**config.mk**
```make
export PLATFORM = sky130hd
export DESIGN_NAME = decode_stage
export DESIGN_NICKNAME = d
export VERILOG_FILES = /design/src/rtl/decode_stage.sv
export SDC_FILE = /design/constraint.sdc
export NUM_CORES = 1
export LEC_CHECK = 0
export CELL_PAD_IN_SITES_DETAIL_PLACEMENT = 1
export CELL_PAD_IN_SITES_GLOBAL_PLACEMENT = 1
export CORE_ASPECT_RATIO = 2
export CORE_MARGIN = 4
export CORE_UTILIZATION = 25
export DETAILED_ROUTE_END_ITERATION = 8
export GPL_ROUTABILITY_DRIVEN = 1
export GPL_TIMING_DRIVEN = 0
export PLACE_DENSITY = 0.59
export SLEW_MARGIN = 20
export SYNTH_ARGS = -nofsm -noshare
export SYNTH_HDL_FRONTEND = slang
export SYNTH_SLANG_ARGS = --single-unit
```
**constraint.sdc**
```tcl
create_clock -name clk -period 4.46 [get_ports clk]
set_input_delay 1.338 -clock clk [delete_from_list [all_inputs] [get_ports clk]]
set_output_delay 1.338 -clock clk [all_outputs]
set_load 0.05 [all_outputs]
```
**src/rtl/decode_stage.sv**
```systemverilog
// LC-3b decode stage: DE latch, control store addressing, register dependency
// check and the AGEX latch that is loaded alongside the registered cs_bits.
module decode_stage #(
  parameter int DATA_W   = 16,
  parameter int REG_ID_W = 3
) (
  input  logic                clk,
  input  logic                rst_n,
  input  logic                fe_valid,
  input  logic [DATA_W-1:0]   fe_ir,
  input  logic [DATA_W-1:0]   fe_npc,
  input  logic                mem_stall,
  input  logic                flush,
  input  logic [DATA_W-1:0]   sr1_data,
  input  logic [DATA_W-1:0]   sr2_data,
  input  logic                agex_ld_reg_v,
  input  logic                mem_ld_reg_v,
  input  logic                sr_ld_reg_v,
  input  logic [REG_ID_W-1:0] agex_dr_id,
  input  logic [REG_ID_W-1:0] mem_dr_id,
  input  logic [REG_ID_W-1:0] sr_dr_id,
  output logic [5:0]          cs_addr,
  output logic [REG_ID_W-1:0] sr1_id,
  output logic [REG_ID_W-1:0] sr2_id,
  output logic                de_stall,
  output logic                de_br_stall,
  output logic                agex_valid,
  output logic [DATA_W-1:0]   agex_ir,
  output logic [DATA_W-1:0]   agex_npc,
  output logic [DATA_W-1:0]   agex_sr1,
  output logic [DATA_W-1:0]   agex_sr2,
  output logic [REG_ID_W-1:0] agex_drid
);

  logic                de_valid;
  logic [DATA_W-1:0]   de_ir;
  logic [DATA_W-1:0]   de_npc;

  logic [3:0]          op;
  logic                is_store;
  logic                is_alu;
  logic                uses1;
  logic                uses2;
  logic                hit1;
  logic                hit2;
  logic                dep_stall;
  logic [REG_ID_W-1:0] drid;

  always_comb begin
    op       = de_ir[15:12];
    is_store = (op == 4'b0011) || (op == 4'b0111) || (op == 4'b1011);
    is_alu   = (op == 4'b0001) || (op == 4'b0101) || (op == 4'b1001);

    uses1 = 1'b0;
    case (op)
      4'b0001, 4'b0101, 4'b1001, 4'b1101,
      4'b0010, 4'b0110, 4'b1010,
      4'b0011, 4'b0111, 4'b1011,
      4'b1100: uses1 = 1'b1;
      4'b0100: uses1 = ~de_ir[11];
      default: uses1 = 1'b0;
    endcase
    uses2 = is_store | (is_alu & ~de_ir[5]);

    sr1_id = REG_ID_W'(de_ir[8:6]);
    sr2_id = is_store ? REG_ID_W'(de_ir[11:9]) : REG_ID_W'(de_ir[2:0]);
    drid   = (op == 4'b0100) ? REG_ID_W'(3'd7) : REG_ID_W'(de_ir[11:9]);

    hit1 = (agex_ld_reg_v && (agex_dr_id == sr1_id)) ||
           (mem_ld_reg_v  && (mem_dr_id  == sr1_id)) ||
           (sr_ld_reg_v   && (sr_dr_id   == sr1_id));
    hit2 = (agex_ld_reg_v && (agex_dr_id == sr2_id)) ||
           (mem_ld_reg_v  && (mem_dr_id  == sr2_id)) ||
           (sr_ld_reg_v   && (sr_dr_id   == sr2_id));

    dep_stall   = de_valid & ((uses1 & hit1) | (uses2 & hit2));
    de_stall    = dep_stall | mem_stall;
    de_br_stall = de_valid & ((op == 4'b0000) || (op == 4'b0100) ||
                              (op == 4'b1100) || (op == 4'b1111));
    cs_addr     = {op, de_ir[11], de_ir[5]};
  end

  // DE latch: flush only drops valid so cs_addr stays stable
  always_ff @(posedge clk or negedge rst_n) begin
    if (!rst_n) begin
      de_valid <= 1'b0;
      de_ir    <= '0;
      de_npc   <= '0;
    end else if (flush) begin
      de_valid <= 1'b0;
    end else if (!de_stall) begin
      de_valid <= fe_valid;
      de_ir    <= fe_ir;
      de_npc   <= fe_npc;
    end
  end

  // AGEX latch: a dependency stall without mem_stall issues a bubble
  always_ff @(posedge clk or negedge rst_n) begin
    if (!rst_n) begin
      agex_valid <= 1'b0;
      agex_ir    <= '0;
      agex_npc   <= '0;
      agex_sr1   <= '0;
      agex_sr2   <= '0;
      agex_drid  <= '0;
    end else if (flush) begin
      agex_valid <= 1'b0;
    end else if (!mem_stall) begin
      agex_valid <= de_valid & ~dep_stall;
      agex_ir    <= de_ir;
      agex_npc   <= de_npc;
      agex_sr1   <= sr1_data;
      agex_sr2   <= sr2_data;
      agex_drid  <= drid;
    end
  end

endmodule

```
==> insert_results.sql, run 1 <==
INSERT INTO impl_metrics (metric_group, metric, value, unit) VALUES
('synth', 'synth_area_per_cell', '8.806', 'sq um'),
('worst_setup_path', 'timing_endpoint_of_the_critical_path', 'de_stall', ''),
('sta', 'final.setup_skew', '0.008414', 'ns'),
('worst_setup_path', 'required', '3.12', 'ns'),
('die', 'die_x', '108.5', 'um'),
('clock_network', 'clock-sinks', '101', ''),
('global_route', 'grt_pass1_vias', '5518', ''),
('die', 'io_pins', '163', ''),
('route', 'wirelength_per_cell', '18.82', 'um'),
('clock_network', 'cts_max_path_buffers', '2', ''),
('die', 'initial_core_util', '0.2539', ''),
('clock_network', 'cts_inserted_buffers', '9', ''),
('place', 'place.detailed.hpwl', '14.85', 'mm'),
('global_route', 'antenna_violations_before_repair', '0', ''),
('die', 'core-area', '19910', 'sq um'),
('worst_setup_path', 'critPathSlowestCell', 'a311oi_2', ''),
('clock_network', 'worstSkewPairLatency', '0.35', 'ns'),
('worst_setup_path', 'worstPathCellList', 'dlygate4sd2_1, xnor2_1, nand4_1, a311oi_2, buf_4, a31oi_4, nand2b_4, buf_8, a21o_1, buf_6', ''),
('synth', 'synthDominantAreaCellType', 'dfrtp_1', ''),
('synth', 'yosysSeqAreaShare', '0.5000', ''),
('synth', 'syn-cell-area', '5055', 'sq um'),
('worst_setup_path', 'timing.critical_path.fanout_max', '4', ''),
('synth', 'post_synth_main_area_contributors', 'dfrtp_1, nand2_1, a311o_1', ''),
('final_layout', 'n_antenna_cell', '0', ''),
('worst_setup_path', 'timing.critical_path.depth', '10', ''),
('route', 'vias', '4831', ''),
('synth', 'synth_commonest_cells', 'nand2_1, dfrtp_1, o21ai_0, nor3b_1, clkbuf_1', ''),
('synth', 'netlist.area_leader.share', '0.5000', ''),
('power', 'vdd.ir_drop.worst', '0.2260', 'mV'),
('worst_setup_path', 'rr_worst_depth', '11', ''),
('sta', 'grt_setup_unrepaired', 'false', ''),
('global_route', 'grt-ovfl-total', '0', ''),
('sta', 'finalCriticalPeriod', '4.417', 'ns'),
('worst_setup_path', 'worst-path-buf-inv', '4', ''),
('worst_hold_path', 'hold_path_depth', '2', ''),
('sta', 'slew-limit-headroom', '0.4659', ''),
('sta', 'max_slew.worst_pin.slew', '0.7983', 'ns'),
('clock_network', 'postCtsHoldBufs', '0', ''),
('worst_setup_path', 'timing.critical_path.slowest_cell_delay', '0.36', 'ns'),
('final_layout', 'layout.cells.non_filler', '1018', ''),
('place', 'place.gp.congestion', '0.8208', ''),
('job', 'drv_cap', '0', ''),
('place', 'placement.cell_area', '7033', 'sq um'),
('power', 'leakage', '3.286', 'nW'),
('worst_hold_path', 'worstHoldPathType', 'reg2reg', ''),
('worst_setup_path', 'startpoint_type', 'input port', ''),
('route', 'drc', '0', ''),
('global_route', 'grt.total_usage', '0.1724', ''),
('place', 'dp_cells', '999', ''),
('status', 'run_status', 'completed', ''),
('route', 'pre_repair_dr_iteration_count', '4', ''),
('global_route', 'grt_pass1_wl', '30.22', 'mm'),
('synth', 'synthFlopType', 'dfrtp_1', ''),
('die', 'die_ht', '209.1', 'um'),
('sta', 'final.period_utilization', '0.9904', ''),
('clock_network', 'htree_num_levels', '3', ''),
('route', 'totalWireLength', '19.16', 'mm'),
('die', 'floorplan.die_area', '22700', 'sq um'),
('clock_network', 'path_clk_slew', '0.07', 'ns'),
('worst_setup_path', 'crit_family', 'buffers and inverters', ''),
('final_layout', 'layout-drive-gt1-share', '0.08862', ''),
('final_layout', 'n_fill_cell', '2408', ''),
('clock_network', 'clock_tree_from_tritoncts', 'built', ''),
('worst_setup_path', 'r2r-end', 'de_npc[11]', ''),
('final_layout', 'postLayoutCellArea', '7377', 'sq um'),
('sta', 'slew_viol_final', '0', ''),
('power', 'power-per-cell-area', '701.9', 'nW/um^2'),
('worst_setup_path', 'startpoint', 'mem_dr_id[1]', ''),
('synth', 'yosysUniqueCellTypes', '43', ''),
('worst_setup_path', 'setup.reg_to_reg.worst_slack', '1.46', 'ns'),
('route', 'drt_iter0_markers', '148', '');
-- how the worst min path moves through the flow --
stage | to | slack (ns) | start
after floorplan | agex_ir[3] | 0.46 | de_ir[3]
after global placement | agex_ir[8] | 0.46 | agex_ir[8]
after detailed placement | agex_npc[15] | 0.47 | agex_npc[15]
after CTS | agex_npc[15] | 0.48 | agex_npc[15]
after global routing | agex_ir[0] | 0.51 | agex_ir[0]
final | agex_npc[15] | 0.47 | agex_npc[15]
-- routing by layer --
layer,part of all wire,wire (um),track usage,vias up
met5,0,0,0,-
met4,0.029,557,0.06975,0
met3,0.039,739,0.02968,29
met2,0.57,10920,0.3296,122
met1,0.36,6945,0.1794,2406
li1,-,-,-,2274
-- area by class of cell --
type	count	area, sq um	area share
Timing Repair Buffer	170	1685	0.2285
Clock buffer	12	246.5	0.03341
Tap cell	262	327.8	0.04444
Multi-Input combinational cell	406	2223	0.3014
Buffer	50	275.3	0.03731
Clock inverter	2	35.03	0.004749
Inverter	15	56.30	0.007632
Sequential cell	101	2527	0.3426
-- report_power, final --
| group | switching [mW] | total, mW | internal, mW |
|---|---|---|---|
| Sequential | 0.260 | 1.47 | 1.21 |
| Combinational | 1.79 | 2.91 | 1.12 |
| Clock | 0.347 | 0.792 | 0.444 |
-- cell usage in the layout (no fill, tap or decap), types with 2 or more instances in the layout --
cell type,count
buf_4,16
buf_8,4
inv_1,15
a222oi_1,2
dlygate4sd2_1,7
buf_6,2
o2111ai_2,2
a21boi_0,2
mux2i_1,3
a311o_2,5
clkbuf_2,2
nor2_1,3
a21oi_1,3
clkbuf_16,9
nand3_1,3
o21ai_0,36
o22ai_1,7
o22a_1,3
mux2_4,2
dlymetal6s2s_1,2
a311o_1,27
nor3b_1,32
nand4_1,4
nand2_1,239
dfrtp_1,101
xnor2_1,13
clkdlybuf4s50_1,148
xor2_1,2
buf_2,8
buf_1,2
clkbuf_1,30
or2_2,2
-- registers in the layout, indices dropped and copies added, names as in the netlist --
| signal | flops |
|---|---|
| de_npc | 16 |
| agex_drid | 3 |
| agex_sr2 | 16 |
| agex_npc | 16 |
| de_ir | 16 |
| agex_valid | 1 |
| agex_sr1 | 16 |
| de_valid | 1 |
| agex_ir | 16 |
-- logic make-up after synthesis --
kind of cell / count (synthesis) / share of synthesized area
buffers and inverters: 67 / 0.06658
AO/OA/AOI/OAI: 97 / 0.1500
AND/OR/NAND/NOR: 289 / 0.2463
flip-flops: 101 / 0.5000
multiplexers: 5 / 0.01114
XOR/XNOR: 15 / 0.02599
-- metrics by stage --
step	setup WS [ns]	util	hold WS [ns]	total power, mW
after floorplan	0.04237	-	0.4603	3.322
after global placement	-2.071	0.3518	0.4588	4.274
after detailed placement	-1.663	0.3532	0.4651	4.343
after CTS	0.02744	0.3700	0.4812	5.224
after global routing	0.002146	0.3705	0.5125	5.465
final	0.04265	0.3705	0.4733	5.178
-- repair_timing --
item | in CTS | in global routing
pin swaps | 11 | 8
endpoints found under the setup margin | 1 | 1
setup buffers | 7 | 1
resized for setup | 28 | 8
-- worst register-to-register path, cell delays in order, from the launching register on --
cell and delay (ns):
dfrtp_1 0.55, a21boi_2 0.34, nand2_4 0.13, mux2i_1 0.48, o2111ai_2 0.17, a32oi_2 0.27, nand2b_4 0.18, buf_8 0.09
buf_4 0.18, buf_4 0.20, buf_8 0.15, a311o_1 0.17
(Power assumes the default switching activity.)
==> run 2: changes to the inputs <==
--- a/config.mk
+++ b/config.mk
@@ -8,12 +8,13 @@
 export CELL_PAD_IN_SITES_DETAIL_PLACEMENT = 1
 export CELL_PAD_IN_SITES_GLOBAL_PLACEMENT = 1
 export CORE_ASPECT_RATIO = 2
-export CORE_MARGIN = 4
+export CORE_MARGIN = 2
 export CORE_UTILIZATION = 25
 export DETAILED_ROUTE_END_ITERATION = 8
 export GPL_ROUTABILITY_DRIVEN = 1
 export GPL_TIMING_DRIVEN = 0
 export PLACE_DENSITY = 0.59
+export SKIP_LAST_GASP = 1
 export SLEW_MARGIN = 20
 export SYNTH_ARGS = -nofsm -noshare
 export SYNTH_HDL_FRONTEND = slang
==> run 2 against run 1 <==
  * Hold slack worse by 0.00053 ns
  * Critical path depth down 1
  * Routed wire length down 2.0%
  * Combinational power about the same
  * Critical endpoint unchanged
  * Largest power group unchanged
==> insert_results.sql, run 2 (synthesis results as in run 1) <==
INSERT INTO impl_metrics (metric_group, metric, value, unit) VALUES
('clock_network', 'clock-sinks', '101', ''),
('power', 'share_clk_of_total_power', '0.157', ''),
('global_route', 'antenna_violations_before_repair', '0', ''),
('final_layout', 'ff_latch_area', '2527', 'sq um'),
('die', 'io_pins', '163', ''),
('worst_setup_path', 'rr_worst_depth', '11', ''),
('route', 'drc', '0', ''),
('sta', 'hold_violations', '0', ''),
('sta', 'slew-limit-headroom', '0.4172', ''),
('final_layout', 'most_frequent_standard_cell_in_the_layout_excluding_fill_and_tap_cells', 'nand2_1', ''),
('clock_network', 'htree_num_levels', '3', ''),
('final_layout', 'utilization', '0.3748', ''),
('global_route', 'grt_pass1_wl', '29.84', 'mm'),
('worst_setup_path', 'worstSetupPathType', 'in2out', ''),
('route', 'ant_nets', '0', ''),
('sta', 'final.setup_skew', '0.01085', 'ns'),
('clock_network', 'cts_inserted_buffers', '9', ''),
('place', 'place.gp.congestion', '0.7642', ''),
('clock_network', 'postCtsHoldBufs', '0', ''),
('global_route', 'grt_max_degree', '71', ''),
('global_route', 'grt-ovfl-total', '0', ''),
('final_layout', 'area_used_by_multi_input_combinational_logic', '2236', 'sq um'),
('sta', 'max_slew.worst_pin.slew', '0.8710', 'ns'),
('final_layout', 'layout-drive-gt1-share', '0.09868', ''),
('route', 'totalWireLength', '18.77', 'mm'),
('worst_setup_path', 'required', '3.12', 'ns'),
('worst_setup_path', 'timing_endpoint_of_the_critical_path', 'de_stall', ''),
('worst_setup_path', 'endpoint_kind', 'output pin', ''),
('route', 'drt-vias-per-instance', '4.705', ''),
('clock_network', 'worstSkewPairLatency', '0.36', 'ns'),
('sta', 'fmax', '230.4', 'MHz'),
('power', 'leakage', '3.298', 'nW'),
('route', 'pre_repair_dr_iteration_count', '4', ''),
('place', 'place.detailed.hpwl', '14.43', 'mm'),
('clock_network', 'path_clk_slew', '0.07', 'ns'),
('worst_setup_path', 'worst-endpoint-arrival', '3.00', 'ns'),
('status', 'run_status', 'completed', ''),
('global_route', 'grt_pass1_vias', '5441', ''),
('sta', 'slew_viol_final', '0', ''),
('clock_network', 'clock_tree_from_tritoncts', 'built', ''),
('worst_setup_path', 'worstReg2RegStart', 'de_ir[6]', ''),
('clock_network', 'cts_root_buffer', 'clkbuf_16', ''),
('job', 'drv_cap', '0', ''),
('final_layout', 'mostFrequentLayoutCells', 'nand2_1, clkdlybuf4s50_1, dfrtp_1', ''),
('worst_setup_path', 'r2r-end', 'de_ir[7]', ''),
('final_layout', 'final_nets', '836', ''),
('power', 'power.switching', '2.409', 'mW'),
('place', 'portBuffers', '162', ''),
('worst_hold_path', 'worstHoldPathType', 'reg2reg', ''),
('sta', 'grt_setup_unrepaired', 'false', ''),
('die', 'floorplan.die_area', '21440', 'sq um'),
('power', 'comb_power_share', '0.562', ''),
('final_layout', 'synthToLayoutAreaGrowth', '46.96', '%'),
('route', 'wirelength_per_cell', '18.37', 'um'),
('die', 'die_x', '104.5', 'um'),
('final_layout', 'postLayoutCellArea', '7428', 'sq um'),
('final_layout', 'n_antenna_cell', '0', ''),
('power', 'seq_power_share', '0.281', ''),
('route', 'vias', '4808', ''),
('die', 'core-area', '19820', 'sq um'),
('worst_setup_path', 'setup.reg_to_reg.worst_slack', '1.56', 'ns'),
('power', 'power-per-cell-area', '701.5', 'nW/um^2'),
('sta', 'final.period_utilization', '0.9732', ''),
('worst_setup_path', 'timing.critical_path.fanout_max', '6', ''),
('place', 'placement.cell_area', '7033', 'sq um'),
('sta', 'post-route-worst-setup-slack', '0.1195', 'ns'),
('die', 'initial_core_util', '0.2550', ''),
('worst_setup_path', 'startpoint', 'mem_dr_id[0]', ''),
('worst_setup_path', 'startpoint_type', 'input port', ''),
('final_layout', 'n_fill_cell', '2346', ''),
('place', 'pre_cts_slack', '-1.581', 'ns'),
('power', 'vdd.ir_drop.worst', '0.2640', 'mV'),
('die', 'die_ht', '205.1', 'um'),
('power', 'p_sw_frac', '0.4623', ''),
('route', 'drt_iter0_markers', '139', ''),
('die', 'count_of_standard_cell_rows', '73', ''),
('sta', 'setup_viol_count_final', '0', ''),
('sta', 'finalCriticalPeriod', '4.340', 'ns'),
('global_route', 'grt.total_usage', '0.1801', ''),
('clock_network', 'cts_max_path_buffers', '2', ''),
('power', 'internal_power', '2.802', 'mW');
[run 2: layout make-up]
type	count	share of cell area
Clock inverter	6	0.008422
Buffer	49	0.03503
Tap cell	262	0.04413
Inverter	15	0.007580
Timing Repair Buffer	173	0.2314
Clock buffer	10	0.03217
Sequential cell	101	0.3402
Multi-Input combinational cell	406	0.3010
[run 2: worst max-delay path: stages]
cell and delay, ns:
clkdlybuf4s15_1 0.24, inv_1 0.10, a222oi_1 0.37, nand4_1 0.16, a2bb2oi_2 0.22, a31oi_4 0.13
nand2b_4 0.12, a21o_1 0.15, buf_6 0.17
[run 2: worst min-delay path by stage]
stage,start,end,slack [ns],cells after the start
floorplan,de_ir[3],agex_ir[3],0.46,2
global placement,agex_ir[7],agex_ir[7],0.46,2
detailed placement,agex_sr2[13],agex_sr2[13],0.47,2
CTS,agex_sr2[6],agex_sr2[6],0.48,2
global route,agex_sr2[6],agex_sr2[6],0.51,2
finish,agex_sr2[6],agex_sr2[6],0.47,2
[run 2: layer usage]
metal / track usage / routed length [um] / share of wire / vias up
li1: - / - / - / 2280
met1: 0.1828 / 6780 / 0.36 / 2375
met2: 0.3443 / 10580 / 0.56 / 119
met3: 0.03373 / 773 / 0.041 / 34
met4: 0.09266 / 635 / 0.034 / 0
met5: 0 / 0 / 0 / -
[run 2: power by group through the flow]
stage | logic, mW | registers, mW | clock network (mW)
after global placement | 2.78 | 1.48 | 0
after CTS | 2.90 | 1.47 | 0.853
after global routing | 3.13 | 1.52 | 0.880
after floorplan | 1.38 | 1.95 | 0
final | 2.93 | 1.47 | 0.818
after detailed placement | 2.84 | 1.49 | 0
[run 2: metrics by stage]
step           power [mW]  std cells  hold slack [ns]  setup TNS, ns
6_report            5.211       1022           0.4728              0
5_1_grt             5.524       1022           0.5051              0
4_1_cts             5.230       1018           0.4803              0
3_5_place_dp        4.333        999           0.4652         -1.581
3_3_place_gp        4.257        998           0.4598        -205.30
2_1_floorplan       3.322        574           0.4603              0
[run 2: what timing repair did]
item	CTS	global route
endpoints found under the setup margin	1	1
resized for setup	35	5
pin swaps	11	8
setup buffers	5	5
endpoints found under the hold margin	0	0
